===== src/rtl/reset_seq.sv =====
// Reset sequencer for the Propeller core: releases nres only after PLL lock has been stable for HOLD_CYCLES.
// Optional define RESET_CAUSE_EN records the cause of the last reset in res_cause (else tied to 2'b00).
//
// state   | meaning
// S_RESET | waiting for the pin-reset synchronizer to fill
// S_LOCK  | waiting for synchronized PLL lock
// S_HOLD  | counting continuous lock cycles before release
// S_RUN   | core running, nres=1
// S_SWRES | software reset pulse, minimum SW_CYCLES long
module reset_seq #(
    parameter int CNT_W       = 24,
    parameter int HOLD_CYCLES = 16,
    parameter int SW_CYCLES   = 8
) (
    input  logic       clk,
    input  logic       inp_resn,
    input  logic       pll_lock,
    input  logic       sw_res,
    output logic       nres,
    output logic       reset_to,
    output logic [1:0] res_cause
);

    typedef enum logic [2:0] {
        S_RESET = 3'd0,
        S_LOCK  = 3'd1,
        S_HOLD  = 3'd2,
        S_RUN   = 3'd3,
        S_SWRES = 3'd4
    } state_t;

    localparam logic [CNT_W-1:0] HOLD_LAST = CNT_W'(HOLD_CYCLES - 1);
    localparam logic [CNT_W-1:0] SW_LAST   = CNT_W'(SW_CYCLES - 1);

    state_t           state;
    logic [CNT_W-1:0] cnt;
    logic [1:0]       rsync;
    logic [1:0]       lsync;
    logic [1:0]       ssync;

    always_ff @(posedge clk or negedge inp_resn) begin
        if (!inp_resn) begin
            rsync <= 2'b00;
            lsync <= 2'b00;
            ssync <= 2'b00;
        end else begin
            rsync <= {rsync[0], 1'b1};
            lsync <= {lsync[0], pll_lock};
            ssync <= {ssync[0], sw_res};
        end
    end

    always_ff @(posedge clk or negedge inp_resn) begin
        if (!inp_resn) begin
            state    <= S_RESET;
            cnt      <= '0;
            nres     <= 1'b0;
            reset_to <= 1'b0;
        end else begin
            reset_to <= 1'b0;
            case (state)
                S_RESET: begin
                    cnt  <= '0;
                    nres <= 1'b0;
                    if (rsync[1]) state <= S_LOCK;
                end
                S_LOCK: begin
                    cnt  <= '0;
                    nres <= 1'b0;
                    if (lsync[1]) state <= S_HOLD;
                end
                S_HOLD: begin
                    if (!lsync[1]) begin
                        state <= S_LOCK;
                        cnt   <= '0;
                    end else if (cnt == HOLD_LAST) begin
                        state    <= S_RUN;
                        cnt      <= '0;
                        nres     <= 1'b1;
                        reset_to <= 1'b1;
                    end else begin
                        cnt <= cnt + 1'b1;
                    end
                end
                S_RUN: begin
                    // lock loss wins over a simultaneous software request
                    if (!lsync[1]) begin
                        state <= S_LOCK;
                        nres  <= 1'b0;
                    end else if (ssync[1]) begin
                        state <= S_SWRES;
                        cnt   <= '0;
                        nres  <= 1'b0;
                    end
                end
                S_SWRES: begin
                    nres <= 1'b0;
                    if (!lsync[1]) begin
                        state <= S_LOCK;
                        cnt   <= '0;
                    end else if (cnt == SW_LAST && !ssync[1]) begin
                        state <= S_HOLD;
                        cnt   <= '0;
                    end else if (cnt != SW_LAST) begin
                        cnt <= cnt + 1'b1;
                    end
                end
                default: begin
                    state <= S_RESET;
                    cnt   <= '0;
                    nres  <= 1'b0;
                end
            endcase
        end
    end

`ifdef RESET_CAUSE_EN
    // Mirrors the FSM exits into S_LOCK (lock loss) and S_RUN->S_SWRES.
    always_ff @(posedge clk or negedge inp_resn) begin
        if (!inp_resn) begin
            res_cause <= 2'b00;
        end else if ((state == S_HOLD || state == S_RUN || state == S_SWRES) && !lsync[1]) begin
            res_cause <= 2'b01;
        end else if (state == S_RUN && ssync[1]) begin
            res_cause <= 2'b10;
        end
    end
`else
    assign res_cause = 2'b00;
`endif

endmodule

===== config.mk =====
export PLATFORM = sky130hd
export DESIGN_NAME = reset_seq
export DESIGN_NICKNAME = d
export VERILOG_FILES = /design/src/rtl/reset_seq.sv
export SDC_FILE = /design/constraint.sdc
export NUM_CORES = 1
export LEC_CHECK = 0
export ABC_CLOCK_PERIOD_IN_PS = 3340
export CORE_UTILIZATION = 50
export DETAILED_ROUTE_END_ITERATION = 6
export GPL_ROUTABILITY_DRIVEN = 0
export HOLD_SLACK_MARGIN = 0.03
export PLACE_DENSITY = 0.74
export SLEW_MARGIN = 30
export SYNTH_ARGS = -nofsm -noshare
export SYNTH_HDL_FRONTEND = slang
export SYNTH_SLANG_ARGS = --single-unit

===== constraint.sdc =====
create_clock -name clk -period 3.34 [get_ports clk]
set_input_delay 0.835 -clock clk [delete_from_list [all_inputs] [get_ports clk]]
set_output_delay 0.835 -clock clk [all_outputs]
set_load 0.05 [all_outputs]

## Word-level counts from Yosys, hierarchy flattened

Index checks and enable logic that the tools add are counted.

- Bits in registers: 35
- Input port bits: 4
- Output and inout bits: 4
- Logic and storage cells: 56

- Add/subtract/negate cells: 1
- Equal/unequal tests: 17
- Mux-type cells: 25
- Reductions and logical operators: 6

Operators by type and width:

| operator | count |
|---|---|
| $mux W24 | 7 |
| $pmux W24 S3 | 1 |
| $add A24 B1 Y24 const B | 1 |
| $eq A24 B3 Y1 const B | 1 |
| $eq A24 B4 Y1 const B | 1 |
| $mux W3 | 8 |
| $ne A24 B3 Y1 const B | 1 |
| $pmux W3 S5 | 1 |
| $ne A2 B2 Y1 const B | 6 |
| $ne A3 B3 Y1 const B | 3 |
| $mux W1 | 7 |
| $eq A3 B2 Y1 const B | 2 |
| $reduce_and A3 Y1 | 2 |
| $reduce_and A5 Y1 | 1 |
| $ne A4 B4 Y1 const B | 1 |
| $eq A3 B1 Y1 const B | 1 |
| $eq A3 B3 Y1 const B | 1 |
| $logic_not A3 Y1 | 1 |
| $pmux W1 S2 | 1 |
| $logic_and A1 B1 Y1 | 1 |
| $logic_not A1 Y1 | 1 |

## Longest topological paths before layout

- Depth in word-level cells: 5
- Mapped depth: 8
- Mapped depth without buffers: 6

## Worst setup path before layout

Ideal clock, no wire load.

- Path kind: register to register
- Start point: reg cnt[6]
- End point: reg cnt[14]
- Setup time: 0.126 ns
- Arrival: 1.904 ns
- Required time: 3.214 ns
- Path slack: 1.310 ns
- Cell stages (with the launch flop): 8
- Buffers on the path: 2
- Clock period less this slack: 2.030 ns
- Cells stage by stage: dfrtp_1 -> buf_6 -> nor4_2 -> nand3_1 -> o311a_1 -> buf_6 -> or2_4 -> a221o_1

- Cells in the longest elaborated chain, start to end: 5
- Elaborated cells on any way between the ends: 13
- Classes of those cells: add/sub (1); eq/ne (4); mux (6); reduce/logical (2)

RTL lines:

| item | RTL line | RTL |
|---|---|---|
| start, declared | 36 | `logic [CNT_W-1:0] cnt;` |
| start signal, assigned | 82 | `cnt <= cnt + 1'b1;` |
| start signal, assigned | 105 | `cnt <= cnt + 1'b1;` |
| $add A24 B1 Y24 or $eq A24 B3 Y1 (tied branches) | 82, 105, 101 |  |
| $mux W24 or $logic_and A1 B1 Y1 (tied branches) | 104, 101 |  |
| $mux W24 | 101 | `end else if (cnt == SW_LAST && !ssync[1]) begin` |
| $mux W24 | 98 | `if (!lsync[1]) begin` |
| $pmux W24 S3 | 61 | `case (state)` |

Parallel ways exist; a longest one is shown, timed or not. The select of a mux whose other input is x is not followed.
A chain may end at the register's enable or synchronous reset.

## Worst setup path after layout

- Start point: reg cnt[19]
- End point: reg cnt[5]

- Cells in the longest elaborated chain, start to end: 5
- Elaborated cells on any way between the ends: 11
- Classes of those cells: eq/ne (4); mux (5); reduce/logical (2)

RTL lines:

| item | RTL line |
|---|---|
| $eq A24 B3 Y1 | 101 |
| $logic_and A1 B1 Y1 | 101 |
| $mux W24 | 101 |
| $mux W24 | 98 |
| $pmux W24 S3 | 61 |

Parallel ways exist; a longest one is shown, timed or not.

==> flow_summary.json <==
{
  "outcome": "complete, no violations",
  "initial_core_util_pct": 52.8,
  "clk_pin_slew_worst_paths_ns": 0.07,
  "cts_tree": "built",
  "area_growth_pct": 7.36,
  "synthCells": 245,
  "grt_pass1_wl_um": 8350,
  "netlist_area_um2": 2140,
  "cp_data_arrival_time_ns": 2.61,
  "core_area_um2": 4060,
  "grt_use_total_pct": 25.4,
  "synth_top_area_share_pct": 40.9,
  "power_density_nw_per_um2": 450,
  "wl_um": 4930,
  "rsz0062_at_grt": "no",
  "start_kind": "flip-flop",
  "io_buffers": 5,
  "regArea_um2": 876,
  "grt_max_degree": 36,
  "maxSlewViolCount": 0,
  "yosys.area.top_type": "dfrtp_1",
  "via_per_inst": 6.26,
  "worstPathMaxFanout": 20,
  "setup_viol": 0,
  "worstRegToRegCells": 5,
  "antenna_cells": 0,
  "drive_above_1_share_pct": 8.57,
  "syn_area_per_cell_um2": 8.75,
  "cts_sinks": 35,
  "htree_levels": 2,
  "place_ws_ns": 0.920,
  "wire_per_inst_um": 16.7,
  "ys_seq_area_share_pct": 40.9,
  "synth.area.top_cells": "dfrtp_1, o21ai_0, nand2_1",
  "synth_edf_count": 0,
  "hold_violations": 0,
  "async_flop_share_pct": 100,
  "cts_resized": 0,
  "final_util_pct": 56.7,
  "die_h_um": 67.5,
  "max_freq_mhz": 406,
  "rows": 23,
  "worstPathRequired_ns": 3.48,
  "rrSetupSlack_ns": 0.88,
  "crit_path_end_kind": "flip-flop",
  "grt_pass1_vias": 1723,
  "cp-endpoint": "cnt[5]",
  "final_cell_mix": "dfrtp_1, o21ai_0, nand2_1",
  "tns_ns": 0,
  "worstSetupStartpoint": "cnt[19]",
  "drtIter0Drc": 111,
  "grt-ovfl-total": 0,
  "yosys.cell_types.count": 46,
  "irDropWorstVdd_uv": 301,
  "worstReg2RegStart": "cnt[19]",
  "drtAntennaViolNets": 0,
  "die_w_um": 67.5,
  "cts_buffer_depth": 2,
  "setup_slack_ns": 0.877,
  "cap_viol_max_count": 0,
  "clk_latency_ns": 0.30,
  "finalNetCount": 249,
  "postLayoutCellArea_um2": 2300,
  "rr_endpoint": "cnt[5]",
  "synth-seq-cells": 35,
  "ios": 8,
  "post_cts_buffers": 0,
  "ys_warn_count": 0,
  "ys.flop_type": "dfrtp_1",
  "path_class": "reg -> reg",
  "dp_hpwl_um": 3280,
  "fin_crit_ns": 2.46,
  "place_area_um2": 2200,
  "fin_skew_ns": 0.00827,
  "cts_buffers": 5,
  "layout.cells.most_common": "dfrtp_1",
  "slew_headroom_pct": 47.9,
  "fin_crit_sh_pct": 73.8,
  "tightest_slew_ns": 0.781,
  "hp-class": "reg -> reg",
  "drcViolationCount": 0,
  "multiInputGateArea_um2": 1160,
  "die_area_um2": 4550,
  "antenna_found_initial": 0,
  "cts-root-buf": "clkbuf_8",
  "p_leak_nw": 1.04,
  "nFillCells": 360,
  "hold_buffers": 0,
  "num_vias": 1848,
  "dr.pass1.iters": 4
}
[metrics by stage]
stage          hold WS (ns)  instances  total power, mW
2_1_floorplan         0.331        246            0.636
3_3_place_gp          0.332        287            0.688
3_5_place_dp          0.335        287            0.692
4_1_cts               0.351        295             1.03
5_1_grt               0.361        295             1.09
6_report              0.351        295             1.03
[worst min-delay path by stage]
stage	from	end	slack (ns)	cells after the start
2_1_floorplan	lsync[0]	lsync[1]	0.33	0
3_3_place_gp	lsync[0]	lsync[1]	0.33	0
3_5_place_dp	lsync[0]	lsync[1]	0.33	0
4_1_cts	lsync[0]	lsync[1]	0.35	0
5_1_grt	rsync[0]	rsync[1]	0.36	0
6_report	lsync[0]	lsync[1]	0.35	0
[layout make-up]
| type | count | share of cell area [%] |
|---|---|---|
| flip-flops and latches | 35 | 38.1 |
| well taps | 50 | 2.72 |
| repair buffers | 9 | 3.26 |
| multi-input cells | 187 | 50.6 |
| clock buffers | 8 | 4.35 |
| inverters | 6 | 0.979 |
[state kept, by name (all words and copies together) (netlist names)]
name,count
cnt,24
lsync,2
nres,1
reset_to,1
rsync,2
ssync,2
state,3
[kinds of logic (layout without fill, tap and decap cells)]
group / after synthesis / count (layout) / synth area share (%)
buffers and inverters: 24 / 23 / 5.49
xor gates and xnor gates: 1 / 1 / 0.409
adders and majority gates: 1 / 1 / 0.584
and+or+nand+nor: 106 / 106 / 28.1
AOI/OAI and AO/OA: 76 / 76 / 24.2
other: 2 / 3 / 0.350
DFF: 35 / 35 / 40.9
[metal layers]
metal / vias to the layer above / share of wire [%] / global-route usage [%]
met5: - / 0 / 0
met4: 0 / 1.6 / 10.4
met3: 9 / 4.0 / 4.22
met2: 36 / 46 / 38.9
met1: 890 / 48 / 35.3
li1: 913 / - / -
[Yosys cell counts, types with 3 or more instances]
cell type / number
o211ai_1: 8
nand2_1: 24
a221o_1: 3
a21oi_1: 3
nor3_1: 4
o221ai_1: 3
or2_2: 3
o22ai_1: 9
and4_1: 5
buf_2: 4
dfrtp_1: 35
clkbuf_1: 10
o21bai_1: 3
nor2b_1: 8
o211a_1: 3
inv_1: 6
and3_1: 5
and2_1: 6
nor2_1: 15
o21ai_0: 27
nand3_1: 11
nor4_1: 11
a22oi_1: 3
o31a_1: 4
nand4_1: 5
[power by group]
group / internal (mW) / leakage [nW] / switching (mW)
sequential: 0.446 / 0.471 / 0.0395
combinational: 0.0725 / 0.516 / 0.128
clock: 0.188 / 0.0515 / 0.160
total: 0.707 / 1.04 / 0.328
[critical path: stages, from the launching register on]
cell,delay (ns)
dfrtp_1,0.45
nor4_1,0.43
nand3_1,0.15
o2111a_1,0.50
nor2_1,0.58
o211ai_1,0.19
No activity file was read; power rests on OpenSTA's default activity.
